===== config.mk =====
export PLATFORM = sky130hd
export DESIGN_NAME = fifo_ctrl
export DESIGN_NICKNAME = d
export VERILOG_FILES = /design/src/rtl/fifo_ctrl.sv
export SDC_FILE = /design/constraint.sdc
export NUM_CORES = 1
export LEC_CHECK = 0
export CAP_MARGIN = 10
export CORE_ASPECT_RATIO = 0.5
export CORE_MARGIN = 2
export CORE_UTILIZATION = 45
export DETAILED_ROUTE_END_ITERATION = 16
export PLACE_DENSITY = 0.74
export SLEW_MARGIN = 20
export SYNTH_ARGS = -nofsm -noshare
export SYNTH_HDL_FRONTEND = slang
export SYNTH_SLANG_ARGS = --single-unit

===== constraint.sdc =====
create_clock -name clk -period 4.4 [get_ports clk]
set_input_delay 0.66 -clock clk [delete_from_list [all_inputs] [get_ports clk]]
set_output_delay 0.66 -clock clk [all_outputs]
set_load 0.03 [all_outputs]

===== src/rtl/fifo_ctrl.sv =====
// Control FSM for an 8-entry FIFO in front of a single-port-pair RAM: pointers, occupancy,
// threshold flags and RAM strobes, with a sticky error state on overflow/underflow.
module fifo_ctrl #(
    parameter logic [2:0] AF_RST = 3'd6,
    parameter logic [2:0] AE_RST = 3'd1
) (
    input  logic       clk,
    input  logic       reset,
    input  logic       init,
    input  logic [2:0] th_afull,
    input  logic [2:0] th_aempty,
    input  logic       push,
    input  logic       pop,
    output logic [3:0] state,
    output logic       we_a,
    output logic       re_a,
    output logic [2:0] addr_wa,
    output logic [2:0] addr_ra,
    output logic       rd_valid,
    output logic [3:0] fill,
    output logic       full,
    output logic       empty,
    output logic       almost_full,
    output logic       almost_empty,
    output logic       error
);

    typedef enum logic [3:0] {
        ST_RESET  = 4'b0001,
        ST_INIT   = 4'b0010,
        ST_IDLE   = 4'b0100,
        ST_ACTIVE = 4'b1000,
        ST_ERROR  = 4'b1111
    } state_t;

    state_t     st;
    logic [2:0] afull_th;
    logic [2:0] aempty_th;
    logic [3:0] fill_next;
    logic       operating;
    logic       overflow;
    logic       underflow;
    logic       fault;
    logic       accept_push;
    logic       accept_pop;

    assign state        = st;
    assign full         = (fill == 4'd8);
    assign empty        = (fill == 4'd0);
    assign almost_full  = (fill >= {1'b0, afull_th});
    assign almost_empty = (fill <= {1'b0, aempty_th});
    assign error        = (st == ST_ERROR);

    // Pop-on-empty is an underflow even with a push alongside, so that push is dropped too.
    assign operating   = (st == ST_IDLE) || (st == ST_ACTIVE);
    assign overflow    = operating && push && full && !pop;
    assign underflow   = operating && pop && empty;
    assign fault       = overflow || underflow;
    assign accept_push = operating && push && (!full || pop) && !underflow;
    assign accept_pop  = operating && pop && !empty;
    assign we_a        = accept_push;
    assign re_a        = accept_pop;

    always_comb begin
        // NOTE: default assignment first so this block can never infer a latch.
        fill_next = fill;
        case ({accept_push, accept_pop})
            2'b10:   fill_next = fill + 4'd1;
            2'b01:   fill_next = fill - 4'd1;
            default: fill_next = fill;
        endcase
    end

    // NOTE: sequential state uses non-blocking assignments so every register sees pre-edge values.
    always_ff @(posedge clk) begin
        if (reset) begin
            st        <= ST_RESET;
            addr_wa   <= 3'd0;
            addr_ra   <= 3'd0;
            fill      <= 4'd0;
            afull_th  <= AF_RST;
            aempty_th <= AE_RST;
            rd_valid  <= 1'b0;
        end else begin
            rd_valid <= accept_pop;
            fill     <= fill_next;
            if (accept_push) addr_wa <= addr_wa + 3'd1;
            if (accept_pop)  addr_ra <= addr_ra + 3'd1;

            case (st)
                ST_RESET: st <= ST_INIT;
                ST_INIT: begin
                    afull_th  <= th_afull;
                    aempty_th <= th_aempty;
                    if (!init) st <= ST_IDLE;
                end
                ST_IDLE: begin
                    if (fault)                      st <= ST_ERROR;
                    else if (accept_push)           st <= ST_ACTIVE;
                    else if (init && !push && !pop) st <= ST_INIT;
                end
                ST_ACTIVE: begin
                    if (fault)                   st <= ST_ERROR;
                    else if (fill_next == 4'd0)  st <= ST_IDLE;
                end
                ST_ERROR: st <= ST_ERROR;
                // Illegal encodings are treated like a fault and held until reset.
                default:  st <= ST_ERROR;
            endcase
        end
    end

endmodule

# ---- Word level (Yosys, flattened, before mapping)
# Cells that the tools add are included.
dict set report word_totals {
  reg_bits 21
  inputBits 11
  out_inout_bits 22
  word_cells 53
}
dict set report classes {
  n_addsub 4
  magnitude_cmp 2
  eq_ne 11
  mux 8
  reduce_logical 21
}
# cell count
set op_table {}
lappend op_table {{4-bit two-way mux} 6}
lappend op_table {{4-bit case mux with 4 select lines} 1}
lappend op_table {{4-bit equality test, second input constant} 3}
lappend op_table {{1-bit logical AND} 10}
lappend op_table {{4-bit logical NOT} 2}
lappend op_table {{4-bit case mux with 2 select lines} 1}
lappend op_table {{3-bit by 1-bit adder with 3-bit output, second input constant} 2}
lappend op_table {{1-bit logical NOT} 5}
lappend op_table {{4-bit by 1-bit adder with 4-bit output, second input constant} 1}
lappend op_table {{4-bit by 1-bit equality test with 1-bit output, second input constant} 1}
lappend op_table {{4-bit by 2-bit equality test with 1-bit output, second input constant} 1}
lappend op_table {{4-bit by 3-bit equality test with 1-bit output, second input constant} 1}
lappend op_table {{4-bit by 3-bit >= comparator with 1-bit output} 1}
lappend op_table {{4-bit by 3-bit less-or-equal comparator with 1-bit output} 1}
lappend op_table {{4-bit by 3-bit inequality test with 1-bit output, second input constant} 1}
lappend op_table {{4-bit by 1-bit subtractor with 4-bit output, second input constant} 1}
lappend op_table {{1-bit logical OR} 3}
lappend op_table {{3-bit by 2-bit inequality test with 1-bit output, second input constant} 1}
lappend op_table {{3-bit AND reduction} 1}
lappend op_table {{2-bit by 1-bit equality test with 1-bit output, second input constant} 1}
lappend op_table {{2-bit equality test, second input constant} 1}
lappend op_table {{2-bit inequality test, second input constant} 1}

# ---- Logic depth before layout (Yosys ltp)
dict set report depth {
  ltp_word 12
  mapped_depth 12
  depth_no_buf 11
}

# ---- Worst setup path after synthesis
# No wires, ideal clock.
dict set report synth_path {
  path_kind {register to register}
  startpoint {reg fill[3]}
  endpoint {reg st[3], in the netlist state[3]}
  t_arrival_ns 3.419
  required_ns 4.341
  setup_slack_ns 0.922
  stages_incl_launch_ff 12
  n_path_buf 1
  synth_period_minus_slack_ns 3.478
  path_cell_list {dfxtp_1 > clkbuf_1 > xnor2_1 > o21ai_0 > nor4b_2 > inv_1 > ha_1 > inv_1 > nor2_1 > or4_4 > a311oi_2 > o31a_1}
}
dict set report synth_via {
  elab_chain_cells 10
  word_cells_on_any_way 26
  classes_between {2 x add/sub; 5 x eq/ne; 5 x mux; 14 x reduce/logical}
}
# item line_no
set synth_lines {}
lappend synth_lines {{start, declared} 20} ;# output logic [3:0] fill,
lappend synth_lines {{start signal, assigned} 86} ;# fill <= fill_next;
lappend synth_lines {{4-bit equality test} 48} ;# assign full = (fill == 4'd8);
lappend synth_lines {{1-bit logical NOT} 59} ;# assign accept_push = operating && push && (!full || pop) && !underflow;
lappend synth_lines {{1-bit logical OR} 59}
lappend synth_lines {{1-bit logical AND} 59}
lappend synth_lines {{1-bit logical AND (*)} 59}
lappend synth_lines {{named net we_a} 15} ;# output logic we_a,
lappend synth_lines {{2-bit by 1-bit equality test with 1-bit output / 2-bit equality test (equally long branches)} 67} ;# case ({accept_push, accept_pop})
lappend synth_lines {{4-bit case mux with 2 select lines} 67}
lappend synth_lines {{4-bit logical NOT} 104} ;# else if (fill_next == 4'd0) st <= ST_IDLE;
lappend synth_lines {{3-bit by 2-bit inequality test with 1-bit output (no source line)} --}
lappend synth_lines {{3-bit AND reduction (no source line)} --}
lappend synth_lines {{end signal, assigned} 103} ;# if (fault) st <= ST_ERROR;
lappend synth_lines {{end signal, assigned} 104}
lappend synth_lines {{end signal, assigned} 106} ;# ST_ERROR: st <= ST_ERROR;
lappend synth_lines {{end, declared} 36} ;# state_t st;
# The timed path passes the listed nets; every way through them passes the cells marked *.
# A chain may end at the register's enable or synchronous reset.

# ---- Worst setup path in the final report
dict set report layout_path {
  startpoint {in pop}
  endpoint {out we_a}
}
dict set report layout_via {
  elab_chain_cells 4
  word_cells_on_any_way 6
  classes_between {6 x reduce/logical}
}
# item line_no
set layout_lines {}
lappend layout_lines {{start, declared} 13} ;# input logic pop,
lappend layout_lines {{1-bit logical AND (2 in a row)} 57} ;# assign underflow = operating && pop && empty;
lappend layout_lines {{1-bit logical NOT} 59}
lappend layout_lines {{1-bit logical AND (*)} 59}
lappend layout_lines {{end, declared} 15}
# Mark *: on every way between the ends. The rest lies on a longest branch, timed or not.

==> metrics.cfg <==
[floorplanning]
fp-row-count=13
die-area_mm2=0.00347
initial_core_util_pct=49.5
die_h_um=42.6
core-area_mm2=0.00272
die_w_um=81.3
ios=33

[clock_network]
cts_sinks=21
cts_tree=built
cts_root_buf=clkbuf_8
cts_buffers=3
worstSkewPairLatency_ns=0.26
clk_pin_slew_ns=0.07
cts_buffer_depth=2
post_cts_resized=0
hold_buffers=0
post_cts_buffers=0
cts_max_level=1

[sta]
period_minus_slack_ns=3.57
relSlewSlack_pct=48.5
tns_ns=0
drv_slew=0
finalSetupViolations=0
hold_viol=0
rsz0062_at_grt=no
finClkSkew_ns=0.00229
period_share_pct=81.1
max_freq_ghz=0.280
timing.final.ws_setup_ns=0.833
worst_pin_slew_ns=0.769

[flow_run]
maxCapViolations=0

[power_and_ir_drop]
p_seq_share_pct=52.3
p_sw_mw=0.103
clockPowerShare_pct=32.1
p_sw_share_pct=26.5
pwr-share-comb_pct=15.5
p_int_mw=0.287
p_total_mw=0.390
p_per_area_mw_per_mm2=228
power.leakage_nw=0.691
ir_drop_v=0.000148

[route]
via_count=1226
drt_iter0_drc=65
drc=0
first_pass_iters=4
wire_per_inst_um=12.5
routed_via_density=5.33
postRouteAntennaNets=0
drt_wl_total_mm=2.88

[place]
dpl_worst_slack_ns=0.700
gp_congestion=0.851
place_area_mm2=0.00167
dp_hpwl_mm=2.14
port_buffers=32

[run_status]
status=finished clean

[setup_path]
cp_common_cell=clkdlybuf4s50_1
arrival_ns=2.91
cp.buffers_inverters=2
cpLargestDelayFamily=buffers and inverters
worstReg2RegStart=state[2]
critPathKind=in2out
cp.required_ns=3.74
r2r_cells=9
path_cells=clkdlybuf4s50_1 -> xnor2_1 -> o21ai_0 -> nor4b_2 -> clkdlybuf4s50_1
endpoint_kind=output port
r2r_setup_slack_ns=1.21
crit_path_top_delay_cell=clkdlybuf4s50_1
slowest_delay_ns=0.79
start_kind=input port
r2r_end=state[3]
cp_max_fo=9

[global_route]
antenna_found_initial=0
track_usage_pct=18.5
grt_max_degree=21
grt_remaining_overflow=0
grt_pass1_wl_mm=4.99
grt_pass1_vias=1102

[layout]
diodes=0
final_layout_size_suffix_gt1_share_pct=4.66
final_cell_mix=clkdlybuf4s50_1 (32), nor2_1 (28), dfxtp_1 (21), inv_1 (14)
num-nets-final=215
fillers=236
final_area_mm2=0.00171
areaGrowthSynthToFinish_pct=27.5
final_common_cell=clkdlybuf4s50_1

[hold_path]
min_from=aempty_th[2]
whs_path_depth=2
min_path_type=reg2reg
worstHoldEndpoint=aempty_th[2]

[logic_synthesis]
synthDistinctLibCells=37
yosysSeqAreaShare_pct=31.3
netlist_area_mm2=0.00134
synth_top_cell_area_share_pct=31.3
synth-seq-cells=21
synth_area_leader_cell=dfxtp_1
synth_area_per_cell_um2=8.05
ys_top_cells_by_area=dfxtp_1 (31%), ha_1 (9.3%), nor2_1 (7.8%), mux2i_1 (5.2%), a21oi_1 (4.1%)
syn_nets=188
yosys_warnings=0
netlist_instances=167

-- Yosys cell counts, drive strengths merged --
cell type / count
a211o: 4
a21o: 2
a21oi: 12
a221o: 1
a311oi: 2
a31o: 1
a31oi: 3
and4: 1
buf: 4
clkbuf: 6
dfxtp: 21
ha: 10
inv: 14
mux2i: 7
nand2: 11
nand2b: 3
nand3: 2
nand3b: 1
nor2: 28
nor2b: 2
nor3: 4
nor4: 2
nor4b: 2
o2111ai: 1
o21ai: 4
o21bai: 1
o31a: 2
o41ai: 1
or3: 2
or3b: 1
or4: 2
xnor2: 6
xor2: 4
-- how the worst max path moves through the flow --
stage | start | to | slack, ns | depth (start not counted)
3_3_place_gp | pop | state[3] | 0.78 | 11
2_1_floorplan | fill[3] | state[3] | 0.92 | 11
5_1_grt | pop | we_a | 0.69 | 5
4_1_cts | pop | we_a | 0.84 | 5
3_5_place_dp | pop | state[3] | 0.70 | 11
6_report | pop | we_a | 0.83 | 5
-- sequential cells by signal (all words and copies together) (netlist names) --
name,count
state,4
addr_wa,3
afull_th,3
addr_ra,3
fill,4
aempty_th,3
rd_valid,1
-- power groups by stage --
stage | logic, mW | registers, mW | clock network (mW)
final | 0.0606 | 0.204 | 0.125
after global routing | 0.0662 | 0.205 | 0.135
after CTS | 0.0605 | 0.204 | 0.130
after detailed placement | 0.0602 | 0.208 | 0
after global placement | 0.0599 | 0.208 | 0
after floorplan | 0.0384 | 0.208 | 0
-- tightest hold or removal path: stages, from the launching register on --
cell and delay [ns]:
dfxtp_1 0.33, mux2i_1 0.07, nor2_1 0.07
-- through the flow --
step                      hold slack (ns)  instances  util, %
after floorplan                     0.460        167        -
after global placement              0.474        226     61.4
after detailed placement            0.491        226     61.4
after CTS                           0.510        230     63.1
after global routing                0.560        230     63.1
final                               0.504        230     63.1
-- layer usage --
| layer | wire length [µm] | track usage, % |
|---|---|---|
| met5 | 0 | 0 |
| met4 | 21 | 5.08 |
| met3 | 138 | 3.88 |
| met2 | 1270 | 28.2 |
| met1 | 1460 | 26.1 |
-- cell families (layout without fill, tap and decap cells) --
group,Yosys count,count (layout),synth area share [%]
AO/OA/AOI/OAI,34,34,17.7
XOR/XNOR,10,10,6.52
adder cells (fa/ha/maj),10,10,9.31
buffers and inverters,24,50,7.08
flip-flops,21,21,31.3
multiplexers,7,7,5.21
AND/OR/NAND/NOR,61,61,22.9
-- cell type report --
| type | instances | area (µm²) | area share (%) |
|---|---|---|---|
| clock buffer | 4 | 45.0 | 2.63 |
| inverter | 14 | 52.6 | 3.07 |
| multi-input combinational | 122 | 828 | 48.4 |
| sequential | 21 | 420 | 24.5 |
| tap | 37 | 46.3 | 2.70 |
| timing repair buffer | 32 | 320 | 18.7 |
(Power assumes the default switching activity.)
